[config.mk]
export PLATFORM = sky130hd
export DESIGN_NAME = nina_spi_master
export DESIGN_NICKNAME = d
export VERILOG_FILES = /design/src/rtl/nina_spi_pkg.sv /design/src/rtl/spi_sclk_div.sv /design/src/rtl/nina_spi_master.sv
export SDC_FILE = /design/constraint.sdc
export NUM_CORES = 1
export LEC_CHECK = 0
export ABC_AREA = 1
export BUFFER_PORTS_ARGS = -buffer_cell sky130_fd_sc_hd__buf_2
export CORE_MARGIN = 8
export CORE_UTILIZATION = 50
export CTS_CLUSTER_DIAMETER = 100
export DETAILED_ROUTE_END_ITERATION = 10
export PLACE_DENSITY_LB_ADDON = 0.2
export SYNTH_ARGS = -nofsm -noshare
export SYNTH_HDL_FRONTEND = slang
export SYNTH_HIERARCHICAL = 1
export SYNTH_SLANG_ARGS = --single-unit
export TNS_END_PERCENT = 1
[constraint.sdc]
create_clock -name iCLK -period 1.8 [get_ports iCLK]
set_input_delay 0.36 -clock iCLK [delete_from_list [all_inputs] [get_ports iCLK]]
set_output_delay 0.36 -clock iCLK [all_outputs]
set_load 0.005 [all_outputs]
[src/rtl/nina_spi_pkg.sv]
// ---------------------------------------------------------------------------
// nina_spi_pkg
// Shared definitions for the nina_spi_master byte-stream SPI master.
//   spi_state_e : FSM state encoding (IDLE, SETUP, SHIFT, WAIT, HOLD)
//   SPI_BYTE_W  : bits per SPI transfer
//   BIT_CNT_W   : width of the per-byte bit counter
//   max2()      : constant helper used for sizing counters
// ---------------------------------------------------------------------------
package nina_spi_pkg;

  localparam int SPI_BYTE_W = 8;
  localparam int BIT_CNT_W  = $clog2(SPI_BYTE_W);

  typedef enum logic [2:0] {
    ST_IDLE  = 3'd0,
    ST_SETUP = 3'd1,
    ST_SHIFT = 3'd2,
    ST_WAIT  = 3'd3,
    ST_HOLD  = 3'd4
  } spi_state_e;

  function automatic int max2(input int a, input int b);
    return (a > b) ? a : b;
  endfunction

endpackage

[src/rtl/spi_sclk_div.sv]
// ---------------------------------------------------------------------------
// spi_sclk_div
// SCLK timing generator. Counts CLK_DIV system clocks per SCLK half-period
// and emits single-cycle strobes marking the end of each half-period.
// The low phase always comes first after enable; counter and phase are
// held at zero while disabled so every byte starts from a clean phase.
//   i_clk   : system clock
//   i_rst_n : asynchronous active-low reset
//   i_en    : run the divider (high only while shifting)
//   o_rise  : last cycle of a low phase  -> SCLK should rise
//   o_fall  : last cycle of a high phase -> SCLK should fall
// ---------------------------------------------------------------------------
module spi_sclk_div #(
  parameter int CLK_DIV = 4
) (
  input  logic i_clk,
  input  logic i_rst_n,
  input  logic i_en,
  output logic o_rise,
  output logic o_fall
);

  localparam int CNT_W = (CLK_DIV > 1) ? $clog2(CLK_DIV) : 1;
  localparam logic [CNT_W-1:0] CNT_END = CNT_W'(CLK_DIV - 1);

  logic [CNT_W-1:0] r_cnt;
  logic             r_phase;   // 0 = low half-period, 1 = high half-period
  logic             w_end;

  assign w_end = (r_cnt == CNT_END);

  always_ff @(posedge i_clk or negedge i_rst_n) begin
    if (!i_rst_n) begin
      r_cnt   <= '0;
      r_phase <= 1'b0;
    end else if (!i_en) begin
      r_cnt   <= '0;
      r_phase <= 1'b0;
    end else if (w_end) begin
      r_cnt   <= '0;
      r_phase <= ~r_phase;
    end else begin
      r_cnt   <= r_cnt + CNT_W'(1);
    end
  end

  assign o_rise = i_en & w_end & ~r_phase;
  assign o_fall = i_en & w_end &  r_phase;

endmodule

[src/rtl/nina_spi_master.sv]
// ---------------------------------------------------------------------------
// nina_spi_master
// SPI mode-0 byte-stream master for the spichain SPI-to-Avalon protocol.
// Upstream bytes arrive on a valid/ready stream; a byte flagged LAST closes
// the chip-select frame after it has been shifted out.
//
// Ports
//   iCLK, iRESETn          : system clock, async active-low reset
//   iTX_DATA/LAST/VALID    : upstream byte, end-of-frame flag, byte offered
//   oTX_READY              : byte accepted when VALID & READY (IDLE / WAIT)
//   oRX_DATA, oRX_VALID    : received byte with one-cycle valid pulse
//   oBUSY                  : a CS frame is in progress
//   oSCLK, oMOSI, iMISO    : SPI bus, CPOL=0 CPHA=0, MSB first
//   oCS_n                  : chip select, active-low
//
// Parameters
//   CLK_DIV  : iCLK cycles per SCLK half-period (>=2)
//   CS_SETUP : cycles CS_n is low before the first SCLK low phase (>=1)
//   CS_HOLD  : cycles CS_n stays low after the last SCLK fall (>=1)
// ---------------------------------------------------------------------------
module nina_spi_master
  import nina_spi_pkg::*;
#(
  parameter int CLK_DIV  = 4,
  parameter int CS_SETUP = 2,
  parameter int CS_HOLD  = 2
) (
  input  logic                  iCLK,
  input  logic                  iRESETn,
  input  logic [SPI_BYTE_W-1:0] iTX_DATA,
  input  logic                  iTX_LAST,
  input  logic                  iTX_VALID,
  output logic                  oTX_READY,
  output logic [SPI_BYTE_W-1:0] oRX_DATA,
  output logic                  oRX_VALID,
  output logic                  oBUSY,
  output logic                  oSCLK,
  output logic                  oMOSI,
  input  logic                  iMISO,
  output logic                  oCS_n
);

  localparam int TMR_MAX = max2(CS_SETUP, CS_HOLD);
  localparam int TMR_W   = (TMR_MAX > 1) ? $clog2(TMR_MAX) : 1;
  localparam logic [TMR_W-1:0]     SETUP_END = TMR_W'(CS_SETUP - 1);
  localparam logic [TMR_W-1:0]     HOLD_END  = TMR_W'(CS_HOLD - 1);
  localparam logic [BIT_CNT_W-1:0] LAST_BIT  = BIT_CNT_W'(SPI_BYTE_W - 1);

  spi_state_e r_state;
  spi_state_e w_state_nxt;

  logic                  w_accept;
  logic                  w_tx_ready;
  logic                  w_shift_en;
  logic                  w_rise;
  logic                  w_fall;
  logic                  w_last_fall;

  // Bit 7 goes straight to MOSI on accept, so only the 7 remaining bits
  // are kept for shifting.
  logic [SPI_BYTE_W-2:0] r_tx_sh;
  logic [SPI_BYTE_W-1:0] r_rx_sh;
  logic [SPI_BYTE_W-1:0] r_rx_data;
  logic                  r_rx_valid;
  logic                  r_last;
  logic [BIT_CNT_W-1:0]  r_bit_cnt;
  logic [TMR_W-1:0]      r_tmr;
  logic                  r_cs_n;
  logic                  r_sclk;
  logic                  r_mosi;

  assign w_shift_en  = (r_state == ST_SHIFT);
  assign w_last_fall = w_fall && (r_bit_cnt == LAST_BIT);

  spi_sclk_div #(
    .CLK_DIV (CLK_DIV)
  ) u_sclk_div (
    .i_clk   (iCLK),
    .i_rst_n (iRESETn),
    .i_en    (w_shift_en),
    .o_rise  (w_rise),
    .o_fall  (w_fall)
  );

  // State register
  always_ff @(posedge iCLK or negedge iRESETn) begin
    if (!iRESETn) begin
      r_state <= ST_IDLE;
    end else begin
      r_state <= w_state_nxt;
    end
  end

  // Next-state and handshake decode
  always_comb begin
    w_state_nxt = r_state;
    w_tx_ready  = 1'b0;
    w_accept    = 1'b0;
    unique case (r_state)
      ST_IDLE: begin
        w_tx_ready = 1'b1;
        if (iTX_VALID) begin
          w_accept    = 1'b1;
          w_state_nxt = ST_SETUP;
        end
      end
      ST_SETUP: begin
        if (r_tmr == SETUP_END) begin
          w_state_nxt = ST_SHIFT;
        end
      end
      ST_SHIFT: begin
        if (w_last_fall) begin
          w_state_nxt = r_last ? ST_HOLD : ST_WAIT;
        end
      end
      ST_WAIT: begin
        // CS stays asserted indefinitely until upstream offers the next byte.
        w_tx_ready = 1'b1;
        if (iTX_VALID) begin
          w_accept    = 1'b1;
          w_state_nxt = ST_SHIFT;
        end
      end
      ST_HOLD: begin
        if (r_tmr == HOLD_END) begin
          w_state_nxt = ST_IDLE;
        end
      end
      default: begin
        w_state_nxt = ST_IDLE;
      end
    endcase
  end

  // Datapath and SPI pin registers
  always_ff @(posedge iCLK or negedge iRESETn) begin
    if (!iRESETn) begin
      r_tx_sh    <= '0;
      r_rx_sh    <= '0;
      r_rx_data  <= '0;
      r_rx_valid <= 1'b0;
      r_last     <= 1'b0;
      r_bit_cnt  <= '0;
      r_tmr      <= '0;
      r_cs_n     <= 1'b1;
      r_sclk     <= 1'b0;
      r_mosi     <= 1'b0;
    end else begin
      r_rx_valid <= 1'b0;

      // Timer restarts on every state change, so SETUP and HOLD share it.
      if (w_state_nxt != r_state) begin
        r_tmr <= '0;
      end else if ((r_state == ST_SETUP) || (r_state == ST_HOLD)) begin
        r_tmr <= r_tmr + TMR_W'(1);
      end

      if (w_accept) begin
        r_tx_sh   <= iTX_DATA[SPI_BYTE_W-2:0];
        r_last    <= iTX_LAST;
        r_mosi    <= iTX_DATA[SPI_BYTE_W-1];
        r_bit_cnt <= '0;
        r_cs_n    <= 1'b0;
      end

      if (r_state == ST_SHIFT) begin
        // MISO is sampled raw: the slave launches its data from oSCLK,
        // which we generate, so it is already settled at our rise strobe.
        if (w_rise) begin
          r_sclk  <= 1'b1;
          r_rx_sh <= {r_rx_sh[SPI_BYTE_W-2:0], iMISO};
        end
        if (w_fall) begin
          r_sclk    <= 1'b0;
          r_bit_cnt <= r_bit_cnt + BIT_CNT_W'(1);
          if (w_last_fall) begin
            // MOSI keeps bit 0 until the next accept or end of frame.
            r_rx_data  <= r_rx_sh;
            r_rx_valid <= 1'b1;
          end else begin
            r_mosi  <= r_tx_sh[SPI_BYTE_W-2];
            r_tx_sh <= {r_tx_sh[SPI_BYTE_W-3:0], 1'b0};
          end
        end
      end

      if ((r_state == ST_HOLD) && (r_tmr == HOLD_END)) begin
        r_cs_n <= 1'b1;
        r_mosi <= 1'b0;
      end
    end
  end

  assign oTX_READY = w_tx_ready;
  assign oBUSY     = (r_state != ST_IDLE);
  assign oRX_DATA  = r_rx_data;
  assign oRX_VALID = r_rx_valid;
  assign oSCLK     = r_sclk;
  assign oMOSI     = r_mosi;
  assign oCS_n     = r_cs_n;

endmodule

==> flow_summary.yaml, run 1 <==
clock_tree:
  clock_latency_ns: 0.33
  cts_setup_buffers: 0
  cts_root_buffer: "clkbuf_4"
  clockBufferDepth: 2
  clock_sinks: 38
  cts.repair.resized: 0
  cts_tree: "yes"
  htreeDepth: 2
  cts.hold.buffers_added: 0
  clkTransAtPathRegs_ns: 0.11
  cts_made_buffers: 5
worst_setup_path:
  r2r-end: "oMOSI"
  cp_top_family: "simple AND/OR/NAND/NOR gates"
  cp_data_arrival_time_ns: 1.89
  crit_path_start_kind: "flop"
  crit_type: "reg -> reg"
  reg2reg_depth: 11
  critPathMaxStageDelay_ns: 0.43
  crit_path_top_delay_cell: "dfrtp_1"
  crit_path_max_fanout: 14
  crit_chain: "inv_2 > nor2_4 > nand2_4 > inv_2 > nand2_1 > nor2_1 > inv_1 > nor2_4 > nand2_2 > o21ai_1 > a21oi_2"
  cp-end-kind: "flop"
  required_ns: 2.02
  cp_num_buf_inv: 3
  r2r_slack_ns: 0.12
  r2r_start: "r_state[1]"
routing:
  routed_wl_um: 3060
  top_layer_used: "met4"
  vias: 1307
  dr_wl_met3_um: 163
  vias_per_cell: 4.72
  wl_met1_um: 1410
  antenna_left: 0
  drc_errors: 0
  firstDrtPassIters: 4
  wl_per_cell_um: 11.0
  wl_met2_um: 1430
  drt_iter0_drc: 39
flow_run:
  max-cap-violations: 0
logic_synthesis:
  syn_inst: 197
  synth_fp_nets: 213
  avgSynthCellArea_um2: 8.98
  synth_cell_types: 23
  yosysSeqAreaShare_pct: 53.8
  ys_warn_count: 6
  netlist_area_mm2: 0.00177
  ys_ff_latch: 38
finish:
  mostFrequentLayoutCells: "53 x nand2_1, 37 x dfrtp_1, 26 x buf_2, 23 x inv_1, 18 x o21ai_1"
  regArea_um2: 952
  layout-drive-gt1-share_pct: 26.8
  nFillCells: 331
  n_antenna_cell: 0
  finish.instance_area_mm2: 0.00202
  multiInputGateArea_um2: 662
  final_nets: 246
  syn2layout_area_growth_pct: 14.4
  layout_commonest_cell: "nand2_1"
power:
  combPwrFrac_pct: 32.2
  cell_internal_pwr_w: 0.00162
  leakagePower_nw: 1.08
  vdd_drop_max_mv: 0.546
  power.share.clock_pct: 22.7
  power.density_mw_per_mm2: 1210
  swShare_pct: 34.0
  seq_power_share_pct: 45.1
  power.switching_w: 0.000834
grt:
  grt_pass1_vias: 1271
  grt_pass1_wl_um: 5390
  antenna_found_initial: 0
  overflow: 0
  grt_max_degree: 39
  grt_usage_pct: 12.3
sta:
  slew_violations: 0
  max_freq_ghz: 0.597
  hold_viol_final: 0
  setup_violations: 0
  fin_crit_ns: 1.68
  period_share_pct: 93.1
  whs_ns: 0.0487
  slew_headroom_pct: 69.3
  tightestPinTransition_ns: 0.460
  skew_ns: 0.00908
  rsz0062_at_grt: "yes"
placed_design:
  dp_hpwl_um: 2280
  port_buffers: 26
  gp_congestion: 0.804
  placed_area_mm2: 0.00195
floorplanning:
  initial_utilization_pct: 52.6
  dieArea_mm2: 0.00570
  fp-row-count: 21
  die-width_um: 75.5
  core-area_mm2: 0.00336
  die_y_um: 75.5
  ioPinCount: 27
status:
  status: "complete, no violations"
worst_hold_path:
  hp-class: "in -> async"
==> power groups by stage <==
stage | combinational (W) | clock, W | sequential (W)
floorplan | 0.000630 | 0 | 0.00111
global placement | 0.000788 | 0 | 0.00111
detailed placement | 0.000799 | 0 | 0.00112
CTS | 0.000804 | 0.000575 | 0.00111
global route | 0.000896 | 0.000621 | 0.00113
finish | 0.000790 | 0.000558 | 0.00111
==> per-layer routing <==
layer / global-route usage [%] / vias to the layer above
met1: 15.0 / 592
met4: 5.12 / 0
met2: 19.7 / 20
met5: 0 / -
li1: - / 687
met3: 4.08 / 8
==> registers in the layout, indices dropped and copies added, names as in the netlist <==
name / count
r_tmr: 1
r_bit_cnt: 3
oCS_n: 1
u_sclk_div/r_phase: 1
r_tx_sh: 7
oRX_DATA: 8
oMOSI: 1
oRX_VALID: 1
r_rx_sh: 8
oSCLK: 1
r_last: 1
r_state: 3
u_sclk_div/r_cnt: 2
==> worst register-to-register path: cells and delay by family (launching register included) <==
family                 cells  cell delay, ns
AO/OA/AOI/OAI              2            0.26
buffers and inverters      3            0.21
AND/OR/NAND/NOR            6            0.67
flip-flops                 1            0.43
==> worst max path at each step <==
stage | startpoint | to | slack (ns) | depth (start not counted)
after floorplan | r_state[2] | oRX_DATA[0] | 0.13 | 11
after global placement | r_state[1] | r_tmr | 0.17 | 13
after detailed placement | r_state[1] | r_tmr | 0.12 | 13
after CTS | r_state[1] | oMOSI | 0.11 | 11
after global routing | r_state[1] | oRX_DATA[0] | -0.04 | 11
final | r_state[1] | oMOSI | 0.12 | 11
==> through the flow <==
| step | worst slack [ns] | utilization [%] | setup TNS (ns) | power, W | std cells |
|---|---|---|---|---|---|
| final | 0.125 | 60.2 | 0 | 0.00245 | 277 |
| after global routing | -0.0389 | 60.2 | -0.222 | 0.00264 | 277 |
| after CTS | 0.106 | 60.2 | 0 | 0.00249 | 277 |
| after detailed placement | 0.118 | 57.9 | 0 | 0.00192 | 269 |
| after global placement | 0.169 | 57.9 | 0 | 0.00190 | 269 |
| after floorplan | 0.126 | - | 0 | 0.00174 | 197 |
==> synth_stat cells <==
cell type  instances  area share (%)
nand2_1           53              11
dfrtp_1           37              52
inv_1             23             4.9
o21ai_1           18             5.1
nor2_1            17             3.6
nand3_1           10             2.8
inv_2              6             1.3
nand2_2            5             1.8
o22ai_2            5             3.5
buf_6              3             1.9
ha_1               3             2.1
nor2_4             3             1.9
a21oi_1            2            0.57
nand2_4            2             1.3
o31ai_1            2            0.85
a21oi_2            1            0.50
buf_2              1            0.28
buf_4              1            0.42
dfstp_2            1             1.5
o211ai_1           1            0.42
o211ai_2           1            0.71
o21ai_2            1            0.50
o32ai_1            1            0.50
==> logic make-up (layout without fill, tap and decap cells) <==
kind of cell	Yosys count	after routing	share of synthesized area [%]
buffers and inverters	34	68	8.77
adder cells (fa/ha/maj)	3	3	2.12
flip-flops	38	38	53.8
AND/OR/NAND/NOR	90	90	22.6
AO/OA/AOI/OAI	32	32	12.7
==> cell type report <==
type / instances / area share [%]
Clock buffer: 7 / 2.23
Timing Repair Buffer: 31 / 8.29
Clock inverter: 1 / 1.48
Inverter: 29 / 5.38
Multi-Input combinational cell: 125 / 32.7
Sequential cell: 38 / 47.1
Tap cell: 46 / 2.84
No activity file was read; power rests on OpenSTA's default activity.
==> run 2: changes to the inputs <==
--- a/config.mk
+++ b/config.mk
@@ -9,8 +9,10 @@
 export BUFFER_PORTS_ARGS = -buffer_cell sky130_fd_sc_hd__buf_2
 export CORE_MARGIN = 8
 export CORE_UTILIZATION = 50
+export CTS_BUF_LIST = sky130_fd_sc_hd__clkbuf_4 sky130_fd_sc_hd__clkbuf_8
 export CTS_CLUSTER_DIAMETER = 100
 export DETAILED_ROUTE_END_ITERATION = 10
+export GPL_ROUTABILITY_DRIVEN = 1
 export PLACE_DENSITY_LB_ADDON = 0.2
 export SYNTH_ARGS = -nofsm -noshare
 export SYNTH_HDL_FRONTEND = slang
==> flow_summary.yaml, run 2 (same netlist as run 1, synthesis figures left out) <==
worst_setup_path:
  crit_path_start_kind: "flop"
  cp-end-kind: "flop"
  crit_chain: "inv_2 > nor2_4 > nand2_4 > inv_2 > nand2_1 > nor2_1 > inv_1 > nor2_4 > nand2_2 > o21ai_1 > a21oi_2"
  crit_path_top_delay_cell: "dfrtp_1"
  crit_path_max_fanout: 14
  cp_data_arrival_time_ns: 1.89
  cp_num_buf_inv: 3
  cp_top_family: "simple AND/OR/NAND/NOR gates"
  crit_type: "reg -> reg"
  critPathMaxStageDelay_ns: 0.43
  required_ns: 2.02
routing:
  routed_wl_um: 3070
  wl_per_cell_um: 11.1
  drc_errors: 0
  antenna_left: 0
  vias_per_cell: 4.72
  firstDrtPassIters: 4
  drt_iter0_drc: 42
  vias: 1308
finish:
  layout-drive-gt1-share_pct: 27.7
  final_cell_count_no_fill: 277
  final_nets: 246
  nFillCells: 330
  multiInputGateArea_um2: 662
  mostFrequentLayoutCells: "53 x nand2_1, 37 x dfrtp_1, 26 x buf_2, 23 x inv_1, 18 x o21ai_1"
  regArea_um2: 952
  syn2layout_area_growth_pct: 14.8
  layout_commonest_cell: "nand2_1"
  n_antenna_cell: 0
grt:
  grt_pass1_wl_um: 5410
  grt_pass1_vias: 1269
  grt_max_degree: 39
  overflow: 0
  antenna_found_initial: 0
  grt_usage_pct: 12.4
clock_tree:
  clock_latency_ns: 0.33
  cts.repair.resized: 0
  htreeDepth: 2
  cts_root_buffer: "clkbuf_4"
  clkTransAtPathRegs_ns: 0.11
  cts_tree: "yes"
  cts_made_buffers: 5
  cts.hold.buffers_added: 0
  clockBufferDepth: 2
  clock_sinks: 38
flow_run:
  max-cap-violations: 0
floorplanning:
  fp-row-count: 21
  ioPinCount: 27
  initial_utilization_pct: 52.6
  dieArea_mm2: 0.00570
  die_y_um: 75.5
  core-area_mm2: 0.00336
  die-width_um: 75.5
status:
  status: "complete, no violations"
sta:
  tightestPinTransition_ns: 0.460
  slew_headroom_pct: 69.3
  rsz0062_at_grt: "yes"
  layout_setup_ws_ns: 0.125
  whs_ns: 0.0485
  hold_viol_final: 0
  period_share_pct: 93.1
  fin_crit_ns: 1.68
  skew_ns: 0.00908
  max_freq_ghz: 0.597
  setup_violations: 0
  slew_violations: 0
placed_design:
  dp_cells: 269
  gp_congestion: 0.804
  post-place-ws_ns: 0.118
  dp_hpwl_um: 2280
  port_buffers: 26
power:
  p_total_w: 0.00249
  power.density_mw_per_mm2: 1220
  leakagePower_nw: 1.09
  vdd_drop_max_mv: 0.548
worst_hold_path:
  hp-class: "in -> async"
[run 2: final cells by class]
class,count,area share (%)
inverters,29,5.36
repair buffers,31,8.26
multi-input cells,125,32.6
flip-flops and latches,38,46.9
clock buffers,7,2.59
clock inverters,1,1.48
well taps,46,2.83
[run 2: through the flow]
step | cell area, um^2 | util [%] | TNS [ns]
floorplan | 1770 | - | 0
global placement | 1950 | 57.9 | 0
detailed placement | 1950 | 57.9 | 0
CTS | 2030 | 60.4 | 0
global route | 2030 | 60.4 | -0.202
finish | 2030 | 60.4 | 0
[run 2: worst reg2reg max path, stage by stage, from the launching register on]
cell     delay (ns)
dfrtp_1        0.43
inv_2          0.07
nor2_4         0.11
nand2_4        0.09
inv_2          0.06
nand2_1        0.04
nor2_1         0.11
inv_1          0.08
nor2_4         0.12
nand2_2        0.20
o21ai_1        0.22
a21oi_2        0.04
[run 2: worst paths after layout]
check                                    start                   to  slack, ns  cells after the start
setup / recovery                    r_state[1]                oMOSI       0.12                     11
hold / removal                         iRESETn          oRX_DATA[4]       0.05                      2
setup reg to reg                    r_state[1]                oMOSI       0.12                     11
hold reg to reg            u_sclk_div/r_cnt[0]  u_sclk_div/r_cnt[0]       0.44                      1
max in group asynchronous              iRESETn                oCS_n       1.39                      2
min in group iCLK                     iTX_LAST               r_last       0.25                      3
[run 2: metal layers]
metal | share of wire [%] | GRT usage, %
met1 | 47 | 15.2
met2 | 46 | 19.6
met3 | 5.3 | 4.08
met4 | 1.7 | 5.12
met5 | 0 | 0
[run 2: what timing repair did]
action                                 in CTS  in global routing
setup endpoints to repair                   0                  9
setup buffers                               0                  0
endpoints found under the hold margin       0                  0
[run 2: report_power, final]
part	switching, W	total, W	internal, W
clock	0.000264	0.000589	0.000325
combinational	0.000477	0.000790	0.000313
sequential	0.0000936	0.00111	0.00101
==> run 3: changes to the inputs <==
--- a/config.mk
+++ b/config.mk
@@ -16,6 +16,5 @@
 export PLACE_DENSITY_LB_ADDON = 0.2
 export SYNTH_ARGS = -nofsm -noshare
 export SYNTH_HDL_FRONTEND = slang
-export SYNTH_HIERARCHICAL = 1
 export SYNTH_SLANG_ARGS = --single-unit
 export TNS_END_PERCENT = 1
==> flow_summary.yaml, run 3 <==
clock_tree:
  clockBufferDepth: 2
  cts_setup_buffers: 0
  cts_root_buffer: "clkbuf_4"
  cts_tree: "yes"
  clkTransAtPathRegs_ns: 0.11
  clock_sinks: 38
  cts_made_buffers: 5
  htreeDepth: 2
  clock_latency_ns: 0.33
routing:
  routed_wl_um: 3240
  firstDrtPassIters: 4
  drc_errors: 0
  drt_iter0_drc: 46
  vias: 1277
  wl_per_cell_um: 12.3
  antenna_left: 0
  vias_per_cell: 4.84
worst_setup_path:
  crit_start: "r_state[1]"
  required_ns: 1.44
  r2r_start: "r_state[1]"
  crit_path_top_delay_cell: "dfrtp_1"
  crit_chain: "nor2_1 > nand2_1 > nand2_1 > buf_2"
  cp_common_cell: "nand2_1"
  crit_type: "reg -> out"
  cp_data_arrival_time_ns: 1.30
  cp-end-kind: "primary output"
  cp_num_buf_inv: 1
  cp_top_family: "flip-flops"
  crit_path_start_kind: "flop"
  crit_path_max_fanout: 6
  critPathMaxStageDelay_ns: 0.45
finish:
  regArea_um2: 952
  multiInputGateArea_um2: 619
  syn2layout_area_growth_pct: 15.1
  nFillCells: 296
  final_nets: 233
  n_antenna_cell: 0
  layout-drive-gt1-share_pct: 24.8
  layout_commonest_cell: "nand2_1"
  mostFrequentLayoutCells: "45 x nand2_1, 37 x dfrtp_1, 27 x o21ai_0, 26 x buf_2, 19 x inv_1"
floorplanning:
  fp-row-count: 21
  die_y_um: 74.0
  initial_utilization_pct: 51.2
  dieArea_mm2: 0.00548
  core-area_mm2: 0.00328
  ioPinCount: 27
  die-width_um: 74.0
grt:
  grt_pass1_vias: 1327
  grt_usage_pct: 13.1
  overflow: 0
  antenna_found_initial: 0
  grt_max_degree: 22
  grt_pass1_wl_um: 5660
sta:
  slew_headroom_pct: 70.7
  fin_crit_ns: 1.66
  slew_violations: 0
  setup_tns_ns: 0
  tightestPinTransition_ns: 0.440
  setup_violations: 0
  skew_ns: 0.00994
  layout_setup_ws_ns: 0.138
  hold_viol_final: 0
  max_freq_ghz: 0.602
  whs_ns: 0.259
  period_share_pct: 92.3
  rsz0062_at_grt: "no"
placed_design:
  port_buffers: 26
  gp_congestion: 0.876
  post-place-ws_ns: 0.273
  dp_hpwl_um: 2410
logic_synthesis:
  yosysSeqAreaShare_pct: 56.6
  yosys-top-cells-count: "45 x nand2_1, 37 x dfrtp_1, 27 x o21ai_0, 19 x inv_1, 18 x nor2_1"
  ys_warn_count: 0
  yosysMostFrequentCell: "nand2_1"
  synthArstFlopShare_pct: 100
  ys_ff_latch: 38
  synth_top_area_share_pct: 55.1
  synth_cell_types: 23
  avgSynthCellArea_um2: 9.09
  synth_ff_type: "dfrtp_1"
  synth_area_leaders: "dfrtp_1 55%, nand2_1 10%, o21ai_0 8.0%"
  syn_inst: 185
  yosysTopAreaCell: "dfrtp_1"
  synth_fp_nets: 201
  netlist_area_mm2: 0.00168
  synth_edf_count: 0
flow_run:
  max-cap-violations: 0
power:
  vdd_drop_max_mv: 0.749
  leakagePower_nw: 0.987
  power.density_mw_per_mm2: 1140
status:
  status: "complete, no violations"
worst_hold_path:
  hp-class: "in -> reg"
  hp-start: "iTX_LAST"
==> run 3: cell types whose count changed after synthesis, moves of 2 or more <==
cell     change
inv_1        -4
nand2_1      -8
o31ai_1      -2
o21ai_0     +27
nand3_1      -4
o22ai_2      -5
o21ai_1     -18
nand4_1      +2
o21ai_2      +6
inv_2        -3
nand2_2      -2
==> run 3: cell type report <==
| type | instances | area share [%] |
|---|---|---|
| flip-flops and latches | 38 | 49.2 |
| multi-input cells | 122 | 32.0 |
| repair buffers | 28 | 8.27 |
| inverters | 22 | 4.27 |
| well taps | 46 | 2.97 |
| clock buffers | 6 | 2.65 |
| clock inverters | 2 | 0.646 |
==> run 3: path summary, 6_finish.rpt <==
check | endpoint | slack, ns | cells after the start
min in group asynchronous | u_sclk_div.r_cnt[0] | 0.49 | 2
max in group asynchronous | oCS_n | 0.77 | 3
min | r_last | 0.26 | 3
max | oTX_READY | 0.14 | 4
max reg2reg | r_tx_sh[4] | 0.26 | 7
min reg2reg | u_sclk_div.r_cnt[0] | 0.45 | 1
==> run 3: per-stage QoR <==
stage | std cells | util, % | cell area [um^2] | total power (W)
2_1_floorplan | 185 | - | 1680 | 0.00159
5_1_grt | 264 | 58.9 | 1940 | 0.00237
4_1_cts | 264 | 58.9 | 1940 | 0.00224
3_3_place_gp | 255 | 56.7 | 1860 | 0.00175
6_report | 264 | 58.9 | 1940 | 0.00221
3_5_place_dp | 255 | 56.7 | 1860 | 0.00177
==> run 3: kinds of logic (layout without fill, tap and decap cells) <==
kind of cell | Yosys count | in the layout | share of synthesized area [%]
simple gates | 81 | 81 | 21.4
flops | 38 | 38 | 56.6
compound gates | 37 | 37 | 12.7
buf+inv | 25 | 58 | 6.55
fa+ha+maj | 3 | 3 | 2.23
xor+xnor | 1 | 1 | 0.521
==> run 3: power breakdown <==
part	total [W]	internal, W	switching, W
logic	0.000597	0.000221	0.000376
clock network	0.000458	0.000188	0.000270
registers	0.00115	0.00104	0.000114
==> run 3: worst min-delay path, delay by kind of cell <==
kind                   cells  cell delay [ns]
buffers and inverters      1             0.08
AOI/OAI and AO/OA          1             0.07
and+or+nand+nor            1             0.04
==> run 3: timing repair <==
| action | in CTS | in global routing |
|---|---|---|
| hold buffers | 1 | 0 |
| hold endpoints to repair | 17 | 0 |
| resized for setup | 0 | 0 |
==> run 3: metal layers <==
layer,GRT usage (%),wire length (um)
met5,0,0
met4,3.33,22
met3,4.45,226
met2,22.9,1560
met1,14.9,1430
